[src/rtl/add8_arbiter.sv]
// Two-requester 8-bit adder front end: arbitrates operand pairs onto one shared
// ripple adder and holds each result in a single-entry output register.

module add8_full_adder (
    input  logic a,
    input  logic b,
    input  logic ci,
    output logic s,
    output logic co
);
    assign s  = a ^ b ^ ci;
    assign co = (a & b) | (ci & (a ^ b));
endmodule

module add8_ripple #(
    parameter int W = 8
) (
    input  logic [W-1:0] a,
    input  logic [W-1:0] b,
    output logic [W-1:0] sum,
    output logic         carry_out
);
    logic [W:0] c;

    assign c[0] = 1'b0;

    for (genvar i = 0; i < W; i++) begin : g_bit
        add8_full_adder u_fa (
            .a  (a[i]),
            .b  (b[i]),
            .ci (c[i]),
            .s  (sum[i]),
            .co (c[i+1])
        );
    end

    assign carry_out = c[W];
endmodule

module add8_arbiter #(
    parameter bit RR = 1'b1
) (
    input  logic       clk,
    input  logic       rst,
    input  logic       req0_valid,
    input  logic [7:0] req0_a,
    input  logic [7:0] req0_b,
    output logic       req0_ready,
    input  logic       req1_valid,
    input  logic [7:0] req1_a,
    input  logic [7:0] req1_b,
    output logic       req1_ready,
    output logic       res_valid,
    output logic       res_id,
    output logic [7:0] res_sum,
    output logic       res_carry,
    input  logic       res_ready
);
    typedef enum logic {IDLE = 1'b0, HOLD = 1'b1} state_t;

    typedef struct packed {
        logic       id;
        logic       carry;
        logic [7:0] sum;
    } res_t;

    state_t     state;
    res_t       res_q;
    logic       last_grant;
    logic       slot_free;
    logic       grant1;
    logic       xfer;
    logic [7:0] op_a;
    logic [7:0] op_b;
    logic [7:0] add_sum;
    logic       add_carry;

    // Output slot can take a new result if empty or being drained this cycle.
    assign slot_free  = !rst && ((state == IDLE) || res_ready);
    assign grant1     = req1_valid && (!req0_valid || (RR && !last_grant));
    assign req0_ready = slot_free && req0_valid && !grant1;
    assign req1_ready = slot_free && grant1;
    assign xfer       = req0_ready || req1_ready;

    assign op_a = grant1 ? req1_a : req0_a;
    assign op_b = grant1 ? req1_b : req0_b;

    add8_ripple #(.W(8)) u_add (
        .a         (op_a),
        .b         (op_b),
        .sum       (add_sum),
        .carry_out (add_carry)
    );

    always_ff @(posedge clk) begin
        if (rst) begin
            state      <= IDLE;
            res_q      <= '0;
            last_grant <= 1'b1;
        end else if (xfer) begin
            state      <= HOLD;
            res_q      <= '{id: grant1, carry: add_carry, sum: add_sum};
            last_grant <= grant1;
        end else if ((state == HOLD) && res_ready) begin
            state <= IDLE;
        end
    end

    assign res_valid = (state == HOLD);
    assign res_id    = res_q.id;
    assign res_sum   = res_q.sum;
    assign res_carry = res_q.carry;
endmodule

[config.mk]
export PLATFORM = sky130hd
export DESIGN_NAME = add8_arbiter
export DESIGN_NICKNAME = d
export VERILOG_FILES = /design/src/rtl/add8_arbiter.sv
export SDC_FILE = /design/constraint.sdc
export NUM_CORES = 1
export LEC_CHECK = 0
export CAP_MARGIN = 20
export CORE_MARGIN = 2
export CORE_UTILIZATION = 35
export DETAILED_ROUTE_END_ITERATION = 6
export GPL_ROUTABILITY_DRIVEN = 0
export PLACE_DENSITY = 0.74
export SLEW_MARGIN = 20
export SYNTH_ARGS = -nofsm -noshare
export SYNTH_HDL_FRONTEND = slang
export SYNTH_SLANG_ARGS = --single-unit
[constraint.sdc]
create_clock -name clk -period 11.8 [get_ports clk]
set_clock_uncertainty 0.05 [all_clocks]
set_input_delay 2.36 -clock clk [delete_from_list [all_inputs] [get_ports clk]]
set_output_delay 2.36 -clock clk [all_outputs]
set_load 0.1 [all_outputs]
==> impl_metrics.toml, run 1 <==
[route]
detailedRoute.firstIterationViolations = 9
routed-via-count = 862
finalWirelength_mm = 2.15
final_routed_drc_violation_total = 0
routedWlPerCell_um = 13.2
firstDrtPassIters = 4
vias_per_inst = 5.32
ant_nets = 0

[critical_path]
cp.buffers_inverters = 3
crit_path_max_cell_delay_ps = 1120
r2r_setup_slack_ps = 7940
critical_path_cell_count = 5
endpoint_required_time_on_the_critical_path_ps = 9390
critical_path.startpoint_type = "primary input"
timing.critical_path.from = "req1_valid"
crit_path_cell_trace = "clkdlybuf4s50_1 -> a21boi_2 -> buf_4 -> and3_2 -> clkdlybuf4s50_1"
critPathTopFamily = "buffers and inverters"
crit_path_frequent_cell = "sky130_fd_sc_hd__clkdlybuf4s50_1"
r2r-end = "res_sum[7]$_SDFFE_PP0P_"
slowest_stage = "sky130_fd_sc_hd__clkdlybuf4s50_1"
regToRegStartpoint = "last_grant$_SDFFE_PP1P_"
crit_path_end_kind = "primary output"
worstPathArrival_ps = 4700
worstPathMaxFanout = 19
r2r_cells = 15
last_element_of_the_critical_path = "req1_ready"
class_of_the_most_critical_setup_path = "in -> out"

[job]
maxCapViolations = 0

[floorplanning]
die_width_um = 54.1
die_area_mm2 = 0.00293
io_pins = 50
starting_utilization_of_the_core_area_pct = 36.2
floorplan.die.height_um = 54.1
fp_rows = 18
core-area_mm2 = 0.00243

[clock_network]
buffer_type_at_the_clock_tree_root = "sky130_fd_sc_hd__clkbuf_4"
tritoncts.num_buffers = 3
tritoncts_clock_tree = "done"
clk_pin_slew_ps = 70
clk_path_buf_depth = 2
worstSkewPairLatency_ps = 270
cts_htree_levels = 1
postCtsSetupRepairBufs = 0
cts.sink_count = 12
postCtsHoldBufs = 0
postCtsResizedCells = 0

[finish]
area_of_all_sequential_standard_cells_um2 = 240
area_occupied_by_multi_input_gates_um2 = 566
fillers = 233
diode_insertion_count_for_antenna_repair = 0
design.final.nets = 179
syn2layout_area_growth_pct = 56.8
post_route_cells_drive_above_1_share_pct = 14.4

[timing]
period_minus_slack_ps = 7110
postLayoutSetupSlackWorst_ps = 4690
slew_violations = 0
grt_setup_unrepaired = "no"
setup_total_negative_slack_ps = 0
finalHoldViolCount = 0
setup_viol_count_final = 0
fmax_mhz = 141
timing.final.crit_share_pct = 60.3
max_slew_margin_pct = 35.1
worst_pin_slew_ps = 971

[synth]
yosys-top-cells-area = "sky130_fd_sc_hd__dfxtp_1 (27%), sky130_fd_sc_hd__fa_1 (16%), sky130_fd_sc_hd__mux2_2 (12%)"
synth_enable_flop_cells = 0
synth_top_area_share_pct = 27.3
ys.warnings.count = 0
cell_taking_the_most_area_after_synthesis = "sky130_fd_sc_hd__dfxtp_1"
synth_nets = 131
synth_ff_type = "sky130_fd_sc_hd__dfxtp_1"
synth-seq-area-share_pct = 27.3
ys_types = 27
async_flop_share_pct = 0
synth_cells = 86
synthesis.area_per_instance_um2 = 10.2
postSynthRegisterBits = 12
netlist_area_um2 = 880

[pwr]
cellLeakagePower_nw = 0.538
max-vdd-ir-drop_mv = 0.0674
power_per_cell_area_mw_per_mm2 = 116

[global_routing]
grt_max_degree = 20
grt.overflow.total = 0
grt_use_total_pct = 15.8
grt_antenna_before_repair = 0
first_global_vias = 806
wire_length_of_the_first_global_routing_pass_mm = 3.37

[status]
status = "finished, final reports clean"

[placement]
numPortBuffers = 49
pre_cts_ws_ps = 4690
detailed_place_hpwl_mm = 1.73

[hold_path]
worst_hold_path_class = "reg -> reg"
[final cells by class]
cell class / instances / area share, %
multi-input combinational: 63 / 41.0
sequential: 12 / 17.4
clock buffer: 3 / 1.63
inverter: 4 / 1.09
timing repair buffer: 50 / 36.1
tap: 30 / 2.72
[Yosys cell counts, types with 2 or more instances]
cell type / number
sky130_fd_sc_hd__nand4_1: 6
sky130_fd_sc_hd__buf_2: 4
sky130_fd_sc_hd__o21ai_0: 2
sky130_fd_sc_hd__fa_1: 7
sky130_fd_sc_hd__a31oi_1: 3
sky130_fd_sc_hd__a211oi_1: 3
sky130_fd_sc_hd__mux2_2: 9
sky130_fd_sc_hd__a21oi_1: 2
sky130_fd_sc_hd__dfxtp_1: 12
sky130_fd_sc_hd__o211ai_1: 7
sky130_fd_sc_hd__mux2i_1: 6
sky130_fd_sc_hd__inv_1: 3
sky130_fd_sc_hd__nand2_1: 8
[kinds of logic (layout without fill, tap and decap cells)]
group	after synthesis	after routing	synth area share (%)
AND/OR/NAND/NOR	21	21	12.7
AO/OA/AOI/OAI	18	18	14.2
multiplexers	16	16	20.1
flip-flops	12	12	27.3
buffers and inverters	11	57	8.39
adder cells (fa/ha/maj)	8	8	17.4
[registers in the layout, summed over array words and instances (netlist names)]
register and cells:
res_sum 8, last_grant 1, res_carry 1, res_id 1, res_valid 1
[through the flow]
stage	cells	hold slack [ps]	util, %	power [mW]	area (um^2)
floorplan	86	429	-	0.110	880
global placement	159	419	55.8	0.136	1360
detailed placement	159	420	55.8	0.137	1360
CTS	162	430	56.7	0.161	1380
global route	162	466	56.7	0.168	1380
finish	162	428	56.7	0.160	1380
[layer usage]
layer	track usage, %	vias up	wire [um]
met1	18.0	406	845
li1	-	404	-
met5	0	-	0
met3	3.06	4	229
met2	28.5	48	1050
met4	6.25	0	21
[worst min path at each step]
stage	start	end	slack, ps	cells after the start
finish	res_id$_SDFFE_PP0P_	res_id$_SDFFE_PP0P_	430	2
global route	res_sum[1]$_SDFFE_PP0P_	res_sum[1]$_SDFFE_PP0P_	470	2
CTS	res_id$_SDFFE_PP0P_	res_id$_SDFFE_PP0P_	430	2
detailed placement	res_id$_SDFFE_PP0P_	res_id$_SDFFE_PP0P_	420	2
global placement	res_id$_SDFFE_PP0P_	res_id$_SDFFE_PP0P_	420	2
floorplan	last_grant$_SDFFE_PP1P_	last_grant$_SDFFE_PP1P_	430	1
[where the power goes]
part	internal [mW]	switching, mW
clock network	0.0118	0.0129
registers	0.0455	0.00293
logic	0.0314	0.0552
[worst register-to-register path, stage by stage, from the launching register on]
cell and delay (ps):
sky130_fd_sc_hd__dfxtp_1 340, sky130_fd_sc_hd__a21boi_2 110, sky130_fd_sc_hd__buf_4 280, sky130_fd_sc_hd__mux2_2 390, sky130_fd_sc_hd__ha_1 210, sky130_fd_sc_hd__fa_1 380
sky130_fd_sc_hd__fa_1 380, sky130_fd_sc_hd__fa_1 360, sky130_fd_sc_hd__inv_1 70, sky130_fd_sc_hd__fa_1 180, sky130_fd_sc_hd__fa_1 190, sky130_fd_sc_hd__fa_1 170
sky130_fd_sc_hd__inv_1 50, sky130_fd_sc_hd__fa_1 480, sky130_fd_sc_hd__nand4_1 80, sky130_fd_sc_hd__nand2_1 80
[placed cells by master, fill, tap and decap left out]
cell type and instances:
sky130_fd_sc_hd__clkdlybuf4s50_1 49, sky130_fd_sc_hd__dfxtp_1 12, sky130_fd_sc_hd__mux2_2 9, sky130_fd_sc_hd__nand2_1 8, sky130_fd_sc_hd__o211ai_1 7, sky130_fd_sc_hd__fa_1 7
sky130_fd_sc_hd__mux2i_1 6, sky130_fd_sc_hd__nand4_1 6, sky130_fd_sc_hd__inv_1 3, sky130_fd_sc_hd__a31oi_1 3, sky130_fd_sc_hd__a211oi_1 3, sky130_fd_sc_hd__clkbuf_4 3
sky130_fd_sc_hd__a21oi_1 2, sky130_fd_sc_hd__o21ai_0 2, sky130_fd_sc_hd__a21boi_2 1, sky130_fd_sc_hd__mux2_4 1, sky130_fd_sc_hd__inv_2 1, sky130_fd_sc_hd__nand2b_1 1
sky130_fd_sc_hd__or2_2 1, sky130_fd_sc_hd__nor2b_1 1, sky130_fd_sc_hd__nor2_2 1, sky130_fd_sc_hd__nor3_1 1, sky130_fd_sc_hd__and3_2 1, sky130_fd_sc_hd__nor4_1 1
sky130_fd_sc_hd__ha_1 1, sky130_fd_sc_hd__buf_4 1
No activity file was read; power rests on OpenSTA's default activity.
==> run 2, diff against run 1 <==
==> constraint.sdc (replaced) <==
create_clock -name clk -period 6.88 [get_ports clk]
set_clock_uncertainty 0.05 [all_clocks]
set_input_delay 1.376 -clock clk [delete_from_list [all_inputs] [get_ports clk]]
set_output_delay 1.376 -clock clk [all_outputs]
set_load 0.1 [all_outputs]
==> impl_metrics.toml, run 2 (synthesis gave the netlist of run 1 again) <==
[pwr]
power_per_cell_area_mw_per_mm2 = 207
cellLeakagePower_nw = 0.545
max-vdd-ir-drop_mv = 0.113
report.power.total_mw = 0.288

[critical_path]
worstPathArrival_ps = 5340
crit_path_max_cell_delay_ps = 520
timing.critical_path.from = "req1_valid"
critPathTopFamily = "adder cells"
crit_path_cell_trace = "clkdlybuf4s50_1 -> a21boi_2 -> buf_4 -> mux2_2 -> ha_1 -> fa_1 -> fa_1 -> fa_1 -> inv_1 -> fa_1 -> fa_1 -> fa_1 -> inv_1 -> fa_1 -> nand4_1 -> nand2_1"
crit_path_frequent_cell = "sky130_fd_sc_hd__fa_1"
critical_path.startpoint_type = "primary input"
regToRegStartpoint = "last_grant$_SDFFE_PP1P_"
endpoint_required_time_on_the_critical_path_ps = 7060
crit_path_end_kind = "flip-flop"
slowest_stage = "sky130_fd_sc_hd__clkdlybuf4s50_1"
cp.buffers_inverters = 4
class_of_the_most_critical_setup_path = "in -> reg"
worstPathMaxFanout = 19

[route]
routedWlPerCell_um = 12.6
ant_nets = 0
finalWirelength_mm = 2.05
firstDrtPassIters = 4
final_routed_drc_violation_total = 0
detailedRoute.firstIterationViolations = 13
vias_per_inst = 5.06
routed-via-count = 824

[timing]
fmax_mhz = 194
slew_violations = 0
worst_pin_slew_ps = 980
period_minus_slack_ps = 5160
grt_setup_unrepaired = "no"
timing.final.crit_share_pct = 75.0
finalHoldViolCount = 0
timing.hold.ws_ps = 440
setup_viol_count_final = 0
setup_total_negative_slack_ps = 0
max_slew_margin_pct = 34.4

[finish]
fillers = 223
post_route_cells_drive_above_1_share_pct = 15.0
finalNonFillerCells = 163
area_occupied_by_multi_input_gates_um2 = 566
largest_register_ffs = 8
design.final.nets = 179
diode_insertion_count_for_antenna_repair = 0
syn2layout_area_growth_pct = 58.3
area_of_all_sequential_standard_cells_um2 = 240
mostFrequentLayoutCells = "sky130_fd_sc_hd__clkdlybuf4s50_1 (49), sky130_fd_sc_hd__dfxtp_1 (12), sky130_fd_sc_hd__mux2_2 (9), sky130_fd_sc_hd__nand2_1 (8)"
final_common_cell = "sky130_fd_sc_hd__clkdlybuf4s50_1"

[global_routing]
grt_max_degree = 20
wire_length_of_the_first_global_routing_pass_mm = 3.17
gr-usage-met3_pct = 2.50
grt.overflow.total = 0
first_global_vias = 759
grt_use_total_pct = 15.4
busiest_metal_layer_after_global_routing = "met2"
grt_antenna_before_repair = 0
met1_usage_pct = 16.1
met2_usage_pct = 28.5

[clock_network]
clk_path_buf_depth = 2
buffer_type_at_the_clock_tree_root = "sky130_fd_sc_hd__clkbuf_4"
postCtsHoldBufs = 0
postCtsSetupRepairBufs = 0
cts.sink_count = 12
tritoncts.num_buffers = 3
worstSkewPairLatency_ps = 280
tritoncts_clock_tree = "done"
postCtsResizedCells = 0
clk_pin_slew_ps = 70
cts_htree_levels = 1

[floorplanning]
die_width_um = 54.1
core-area_mm2 = 0.00243
fp_rows = 18
io_pins = 50
die_area_mm2 = 0.00293
floorplan.die.height_um = 54.1
starting_utilization_of_the_core_area_pct = 36.2

[hold_path]
worst_hold_path_class = "reg -> reg"
hold_path_startpoint = "res_id$_SDFFE_PP0P_"

[status]
status = "finished, final reports clean"

[placement]
detailed_place_hpwl_mm = 1.61
numPortBuffers = 49
dp.cells = 159

[job]
maxCapViolations = 0
-- run 2: cell count changes in the layout (fill, tap and decap cells not counted) --
cell | before | now
sky130_fd_sc_hd__clkbuf_8 | 0 | 1
-- run 2: cell type report --
type	count	share of cell area (%)
inverter	4	1.08
timing repair buffer	50	35.8
tap	30	2.70
clock buffer	4	2.61
multi-input combinational	63	40.6
sequential	12	17.3
-- run 2: per-stage QoR --
stage	util, %	cell area, um^2	setup slack (ps)
3_5_place_dp	55.8	1360	1370
3_3_place_gp	55.8	1360	1510
2_1_floorplan	-	880	806
6_report	57.3	1390	1720
5_1_grt	57.3	1390	1500
4_1_cts	57.3	1390	1650
-- run 2: per-layer routing --
layer | share of wire (%) | vias to the layer above
met1 | 40 | 370
met5 | 0 | -
met4 | 1.9 | 0
li1 | - | 406
met2 | 49 | 42
met3 | 8.5 | 6
-- run 2: power breakdown --
group	switching, mW	total, mW	internal (mW)
registers	0.00483	0.0829	0.0780
logic	0.0939	0.148	0.0537
clock network	0.0257	0.0579	0.0323
-- run 2: final timing paths --
kind	slack, ps	depth (start not counted)	to
min reg2reg	440	2	res_id$_SDFFE_PP0P_
max	1720	16	res_sum[7]$_SDFFE_PP0P_
max reg2reg	3060	15	res_sum[7]$_SDFFE_PP0P_
min	440	2	res_id$_SDFFE_PP0P_
-- run 2: worst min-delay path: stages (launching register included) --
cell and delay [ps]:
sky130_fd_sc_hd__dfxtp_1 320, sky130_fd_sc_hd__o21ai_0 70, sky130_fd_sc_hd__a21oi_1 60
